### src/rtl/mem_arbiter.sv
`default_nettype none
// ============================================================================
// Module   : mem_arbiter
// Purpose  : Round-robin arbiter granting NREQ requesters one memory transfer
//            at a time, with a bounded wait and timeout error reporting.
// Revision : 1.0 - initial release
// ============================================================================
module mem_arbiter #(
    parameter int NREQ    = 4,
    parameter int ADDR_W  = 32,
    parameter int DATA_W  = 32,
    parameter int TIMEOUT = 255
) (
    input  logic                     clk,
    input  logic                     rst,
    input  logic [NREQ-1:0]          req,
    input  logic [NREQ-1:0]          req_we,
    input  logic [NREQ*ADDR_W-1:0]   req_addr,
    input  logic [NREQ*DATA_W-1:0]   req_wdata,
    output logic [NREQ-1:0]          gnt,
    output logic [NREQ-1:0]          done,
    output logic [DATA_W-1:0]        rdata,
    output logic                     err,
    output logic                     mem_req,
    output logic                     mem_we,
    output logic [ADDR_W-1:0]        mem_addr,
    output logic [DATA_W-1:0]        mem_wdata,
    input  logic                     mem_ready,
    input  logic [DATA_W-1:0]        mem_rdata
);

    localparam int         c_idx_w   = $clog2(NREQ);
    localparam logic [1:0] c_st_idle = 2'd0;
    localparam logic [1:0] c_st_busy = 2'd1;
    localparam logic [1:0] c_st_resp = 2'd2;
    localparam logic [9:0] c_timeout = 10'(TIMEOUT);

    logic [1:0]         r_state;
    logic [c_idx_w-1:0] r_last;
    logic [c_idx_w-1:0] r_owner;
    logic [9:0]         r_cnt;

    logic               w_found;
    logic [c_idx_w-1:0] w_win;

    // Search starts just past the previous owner, so it ranks last next time.
    always_comb begin
        w_found = 1'b0;
        w_win   = '0;
        for (int i = 1; i <= NREQ; i++) begin
            if (!w_found && req[c_idx_w'((int'(r_last) + i) % NREQ)]) begin
                w_found = 1'b1;
                w_win   = c_idx_w'((int'(r_last) + i) % NREQ);
            end
        end
    end

    always_ff @(posedge clk or negedge rst) begin
        if (!rst) begin
            r_state   <= c_st_idle;
            r_last    <= c_idx_w'(NREQ - 1);
            r_owner   <= '0;
            r_cnt     <= '0;
            gnt       <= '0;
            done      <= '0;
            rdata     <= '0;
            err       <= 1'b0;
            mem_req   <= 1'b0;
            mem_we    <= 1'b0;
            mem_addr  <= '0;
            mem_wdata <= '0;
        end else begin
            case (r_state)
                c_st_idle: begin
                    if (w_found) begin
                        r_owner   <= w_win;
                        gnt       <= NREQ'(1) << w_win;
                        mem_req   <= 1'b1;
                        mem_we    <= req_we[w_win];
                        mem_addr  <= req_addr[w_win*ADDR_W +: ADDR_W];
                        mem_wdata <= req_wdata[w_win*DATA_W +: DATA_W];
                        r_cnt     <= 10'd1;
                        r_state   <= c_st_busy;
                    end
                end
                c_st_busy: begin
                    // A ready arriving on the timeout cycle still completes cleanly.
                    if (mem_ready) begin
                        mem_req <= 1'b0;
                        done    <= gnt;
                        rdata   <= mem_we ? '0 : mem_rdata;
                        err     <= 1'b0;
                        r_state <= c_st_resp;
                    end else if (r_cnt >= c_timeout) begin
                        mem_req <= 1'b0;
                        done    <= gnt;
                        rdata   <= '0;
                        err     <= 1'b1;
                        r_state <= c_st_resp;
                    end else begin
                        r_cnt <= r_cnt + 10'd1;
                    end
                end
                c_st_resp: begin
                    done    <= '0;
                    rdata   <= '0;
                    err     <= 1'b0;
                    gnt     <= '0;
                    r_last  <= r_owner;
                    r_cnt   <= '0;
                    r_state <= c_st_idle;
                end
                default: r_state <= c_st_idle;
            endcase
        end
    end

endmodule
`default_nettype wire

### config.mk
export PLATFORM = sky130hd
export DESIGN_NAME = mem_arbiter
export DESIGN_NICKNAME = d
export VERILOG_FILES = /design/src/rtl/mem_arbiter.sv
export SDC_FILE = /design/constraint.sdc
export NUM_CORES = 1
export LEC_CHECK = 0
export CAP_MARGIN = 10
export CORE_AREA = 2 2 160 162
export DETAILED_ROUTE_END_ITERATION = 16
export DIE_AREA = 0 0 162 164
export PLACE_DENSITY = 0.59
export REMOVE_ABC_BUFFERS = 1
export SYNTH_ARGS = -nofsm -noshare
export SYNTH_HDL_FRONTEND = slang
export SYNTH_SLANG_ARGS = --single-unit
### constraint.sdc
create_clock -name clk -period 3.7 [get_ports clk]
set_input_delay 1.11 -clock clk [delete_from_list [all_inputs] [get_ports clk]]
set_output_delay 1.11 -clock clk [all_outputs]
set_load 0.005 [all_outputs]
-- After elaboration in Yosys (flattened, before gate mapping)
Cells that the tools add are included.
- input bits: 299
- flip-flop bits (word level): 123
- multiplexer cells: 46
- reductions and logical operators: 17
- eq/ne operators: 6
- magnitude comparators: 6
- shifts and indexed selects: 3
- $add $sub $neg: 5
- operator list (operator ; count):
    $shiftx A128 B8 Y32 ; 2
    $mux W32 ; 3
    $pmux W32 S2 ; 1
    $mux W10 ; 3
    $pmux W10 S3 ; 1
    $mux W1 ; 18
    $lt A2 B4 Y1 const B ; 4
    $pmux W4 S2 ; 2
    $mux W2 ; 7
    $mux W4 ; 3
    $add A10 B1 Y10 const B ; 1
    $bmux W1 S2 ; 5
    $ge A10 B8 Y1 const B ; 1
    $reduce_and A2 Y1 ; 4
    $ne A2 B2 Y1 const B ; 3
    $reduce_bool A2 Y1 ; 3
    $add A2 B1 Y2 const B ; 2
    $add A2 B2 Y2 const B ; 2
    $pmux W1 S2 ; 2
    $pmux W2 S2 ; 1
    $reduce_and A4 Y1 ; 1
    $shl A1 B2 Y4 const A ; 1
    $logic_and A1 B1 Y1 ; 3
    $logic_not A1 Y1 ; 3
    other kinds (7) ; 7

-- Logic depth before layout (Yosys ltp)
Gate-level depths: netlist of the first run.
- depth after elaboration: 17
- mapped depth: 8
- mapped depth without buffers: 6

-- Worst setup path after synthesis of the first run
OpenSTA, ideal clock, no wires.
- kind: input to register
- start point: input port req[2]
- end point: register mem_addr[13]
- stages on the path: 7
- setup slack: 1.230 ns
- data arrival time: 2.388 ns
- path buffers: 4
- required time: 3.618 ns
- cells stage by stage: buf_2 -> nor4_4 -> nor2b_1 -> buf_2 -> buf_2 -> clkbuf_1 -> a31oi_1
- word-level cells in the longest chain between the ends: 14
- elaborated cells on any way between the ends: 28
- those cells by class: shift: 1; mux: 20; reduce/logical: 7
- RTL lines (element ; RTL line ; source):
    start, declared ; 16 ; input logic [NREQ-1:0] req,
    $bmux W1 S2 ; 51 ; if (!w_found && req[c_idx_w'((int'(r_last) + i) % NREQ)]) begin
    $mux W1 (not written as such) (2 in a row) ; 51 ;
    $mux W1 ; 51 ;
    $logic_not A1 Y1 ; 51 ;
    $logic_and A1 B1 Y1 ; 51 ;
    $mux W1 ; 51 ;
    $logic_not A1 Y1 ; 51 ;
    $logic_and A1 B1 Y1 ; 51 ;
    $mux W1 ; 51 ;
    $logic_not A1 Y1 ; 51 ;
    $logic_and A1 B1 Y1 ; 51 ;
    $mux W2 or $mux W1 (tied branches) ; 51 ;
    $shiftx A128 B8 Y32 or $reduce_and A2 Y1 (tied branches) ; -- ;
    end signal, assigned ; 80 ; mem_addr <= req_addr[w_win*ADDR_W +: ADDR_W];
    end, declared ; 26 ; output logic [ADDR_W-1:0] mem_addr,
Several ways; a longest one is shown, not always the timed one. The select of a mux whose other input is x is not followed.
A chain may end at the register's enable or synchronous reset.

-- Worst setup path after layout of the first run
- start point: input port req[3]
- end point: register mem_wdata[24]
- word-level cells in the longest chain between the ends: 14
- elaborated cells on any way between the ends: 28
- those cells by class: shift: 1; mux: 20; reduce/logical: 7
- RTL lines (element ; RTL line ; source):
    $bmux W1 S2 ; 51 ;
    $mux W1 (not written as such) (2 in a row) ; 51 ;
    $mux W1 ; 51 ;
    $logic_not A1 Y1 ; 51 ;
    $logic_and A1 B1 Y1 ; 51 ;
    $mux W1 ; 51 ;
    $logic_not A1 Y1 ; 51 ;
    $logic_and A1 B1 Y1 ; 51 ;
    $mux W1 ; 51 ;
    $logic_not A1 Y1 ; 51 ;
    $logic_and A1 B1 Y1 ; 51 ;
    $mux W2 or $mux W1 (tied branches) ; 51 ;
    $shiftx A128 B8 Y32 or $reduce_and A2 Y1 (tied branches) ; -- ;
    end signal, assigned ; 81 ; mem_wdata <= req_wdata[w_win*DATA_W +: DATA_W];
    end, declared ; 27 ; output logic [DATA_W-1:0] mem_wdata,
Several ways; a longest one is shown, not always the timed one. The select of a mux whose other input is x is not followed.

==> impl_metrics.tcl, run 1 <==
set metrics [dict create \
    holdCritPathClass "reg2reg" \
    ant_nets 0 \
    leakage_nw 4.27 \
    yosys_warnings 0 \
    diode_count 0 \
    drt_first_pass_iters 8 \
    numClockSinks 123 \
    setup.worst_path.start "req[3]" \
    capturing_element_type_of_the_critical_path "flop" \
    die-height_um 164 \
    grt_pass1_vias 6588 \
    drv.max_cap_violation_count 0 \
    fin_hold_ws_ps 480 \
    area_delta_synth_final_pct 83.9 \
    post_synth.cell_area_avg_sq_um 9.91 \
    rows 58 \
    clk_root_buffer_cell "sky130_fd_sc_hd__clkbuf_16" \
    number_of_instances_in_the_synthesized_netlist 599 \
    final-hold-violation-count 0 \
    grt_max_degree 86 \
    post_cts_resized 0 \
    grt.total_usage 0.185 \
    tightest_slew_ps 949 \
    layout-drive-gt1-share 0.0665 \
    post_drt_via_cell_ratio 4.96 \
    cp_data_arrival_time_ps 3500 \
    boundaryPins 406 \
    worst_hold_path.num_cells 2 \
    die_width_um 162 \
    vdd_ir_drop_max_mv 0.425 \
    fin_crit_ps 3180 \
    num-nets-final 1284 \
    grt_remaining_overflow 0 \
    crit_required_ps 4020 \
    pwr_density_cell_mw_per_mm2 732 \
    r2r-start "r_last[0]$_DFFE_PN1P_" \
    floorplan.die_area_sq_mm 0.0266 \
    hold_buffer_count_at_cts 0 \
    port_buffers 405 \
    grt_setup_unrepaired "no" \
    fin_total_pwr_w 0.00799 \
    reg2regPathDepth 6 \
    rd_place_congestion 0.836 \
    ffs_latches_synth 123 \
    fillCellCount 2469 \
    routedLengthMet1_um 9990 \
    clk_path_buf_depth 2 \
    synth_area_sq_mm 0.00593 \
    setup_viol 0 \
    worst-setup-path-type "in2reg" \
    routed_wire_length_per_instance_um 19.2 \
    wl_met2_um 12300 \
    core_sq_mm 0.0248 \
    totalWireLength_um 25400 \
    routed.top_layer "met5" \
    dr_wl_met3_um 2520 \
    cts_htree_levels 4 \
    min_from "err$_DFFE_PN0P_" \
    final_min_period_over_clock_period 0.859 \
    tritoncts.num_buffers 17 \
    detailed_place_hpwl_um 18700 \
    tritoncts "built" \
    outcome "complete, no violations" \
    yosysUniqueCellTypes 41 \
    slew_headroom 0.366 \
    num_vias 6562 \
    grt_first_pass_wirelength_um 37500 \
    initial_utilization 0.239 \
    clock_latency_ps 410 \
    antenna_violations_before_repair 1 \
    clock-skew-final_ps 8.22 \
    cp_max_fo 34 \
    postCtsSetupBuffers 0 \
    worstSetupStartpointType "input pin" \
    cts.clk_slew.worst_paths_ps 70 \
    seq_area_frac_synth 0.519 \
    clock.fmax_mhz 315 \
    dr.first_iter.drc_count 627 \
    drc 0 \
    final-max-slew-violation-count 0 \
    layout.core_utilization 0.440 \
]
critical path, stage by stage:
cell and delay [ps]:
sky130_fd_sc_hd__clkdlybuf4s50_1 580, sky130_fd_sc_hd__nand2b_1 210, sky130_fd_sc_hd__a21oi_1 120, sky130_fd_sc_hd__nor2_4 750, sky130_fd_sc_hd__buf_4 350, sky130_fd_sc_hd__a222oi_1 120, sky130_fd_sc_hd__a31oi_1 220
cells by family (layout without fill, tap and decap cells):
family,count (synthesis),after routing,synth area share
compound gates,213,213,0.281
fa+ha+maj,6,6,0.0127
flops,123,123,0.519
buf+inv,65,458,0.0460
simple gates,186,186,0.130
mux,6,6,0.0108
metal layers:
| layer | track usage | up-vias |
|---|---|---|
| met1 | 0.218 | 3102 |
| met3 | 0.0689 | 31 |
| met4 | 0.0607 | 2 |
| li1 | - | 3091 |
| met2 | 0.311 | 336 |
| met5 | 0 | - |
Yosys cell counts (all sizes together):
cell type    n  area share
o21ai       25       0.022
o211a        1      0.0017
nor3         3      0.0025
dfrtp      121        0.51
a31oi       66       0.070
nand2       85       0.054
a211oi       2      0.0025
a22oi        4      0.0051
a22o        33       0.049
o32a         1      0.0017
and3         3      0.0032
nor4bb       1      0.0017
o31a         2      0.0032
ha           6       0.013
o22ai        1      0.0011
mux2i        3      0.0051
dfstp        2      0.0089
and2         1      0.0015
o31ai        4      0.0051
nor2b        3      0.0032
a41oi        1      0.0015
nand4        2      0.0021
a221oi       1      0.0015
a211o        1      0.0017
nor4         1      0.0036
nand2b       5      0.0053
a21oi        5      0.0042
clkbuf      32       0.020
nor2        76       0.048
a222oi      65        0.11
a31o         1      0.0015
inv          7      0.0044
nand3        5      0.0042
mux2         3      0.0057
buf         26       0.021
or4          1      0.0013
state kept, by name (all words and copies together), names as in the netlist, 2 cells and up:
register   flops
mem_addr      32
mem_wdata     32
rdata         32
r_cnt         10
done           4
gnt            4
r_last         2
r_owner        2
r_state        2
stage by stage:
stage	std cells	setup TNS, ps	cell area, sq um	setup slack [ps]
floorplan	541	-161450	5690	-2320
global placement	1290	0	10300	213
detailed placement	1290	0	10300	84.7
CTS	1322	0	10900	526
global route	1322	0	10900	363
finish	1322	0	10900	521
cell type report:
| cell class | count | area [sq um] | area share |
|---|---|---|---|
| multi-input cells | 411 | 2620 | 0.240 |
| well taps | 330 | 413 | 0.0378 |
| clock buffers | 18 | 439 | 0.0403 |
| repair buffers | 419 | 4210 | 0.386 |
| inverters | 7 | 26.3 | 0.00241 |
| clock inverters | 14 | 125 | 0.0115 |
| flip-flops and latches | 123 | 3080 | 0.282 |
final timing paths:
kind / end / slack [ps]
worst min register to register: err$_DFFE_PN0P_ / 480
worst max-delay path: mem_wdata[24]$_DFFE_PN0P_ / 520
min in group asynchronous: rdata[23]$_DFFE_PN0P_ / 610
worst min-delay path: err$_DFFE_PN0P_ / 480
worst max register to register: mem_wdata[24]$_DFFE_PN0P_ / 1200
max in group asynchronous: mem_addr[28]$_DFFE_PN0P_ / 2340
cell usage in the layout (no fill, tap or decap), types with 4 or more instances in the layout:
cell type,Yosys,routed
sky130_fd_sc_hd__a21oi_1,5,5
sky130_fd_sc_hd__a222oi_1,65,65
sky130_fd_sc_hd__a22o_1,32,32
sky130_fd_sc_hd__a22oi_1,4,4
sky130_fd_sc_hd__a31oi_1,66,66
sky130_fd_sc_hd__buf_12,0,4
sky130_fd_sc_hd__buf_4,0,10
sky130_fd_sc_hd__clkbuf_16,0,17
sky130_fd_sc_hd__clkdlybuf4s50_1,0,404
sky130_fd_sc_hd__clkinvlp_4,0,4
sky130_fd_sc_hd__dfrtp_1,121,121
sky130_fd_sc_hd__ha_1,6,6
sky130_fd_sc_hd__inv_1,7,7
sky130_fd_sc_hd__inv_6,0,6
sky130_fd_sc_hd__nand2_1,85,85
sky130_fd_sc_hd__nand2b_1,5,5
sky130_fd_sc_hd__nand3_1,5,5
sky130_fd_sc_hd__nor2_1,76,75
sky130_fd_sc_hd__o21ai_0,21,21
sky130_fd_sc_hd__o31ai_1,4,4
power breakdown:
group | leakage, nW | total, W | switching [W] | internal (W)
registers | 1.50 | 0.00239 | 0.000391 | 0.00200
clock network | 0.267 | 0.00161 | 0.000703 | 0.000902
logic | 2.50 | 0.00399 | 0.00186 | 0.00213
(Power assumes the default switching activity.)
==> run 2, diff against run 1 <==
- SKIP_LAST_GASP: unset -> 1
==> results of run 2 <==
No change in the layout: final DEF, timing and power equal those of run 1.
==> run 3, diff against run 2 <==
- CAP_MARGIN: 10 -> unset
- CTS_CLUSTER_DIAMETER: unset -> 80
- SKIP_CTS_REPAIR_TIMING: unset -> 1
==> results of run 3 <==
No change in the layout: final DEF, timing and power equal those of run 1.
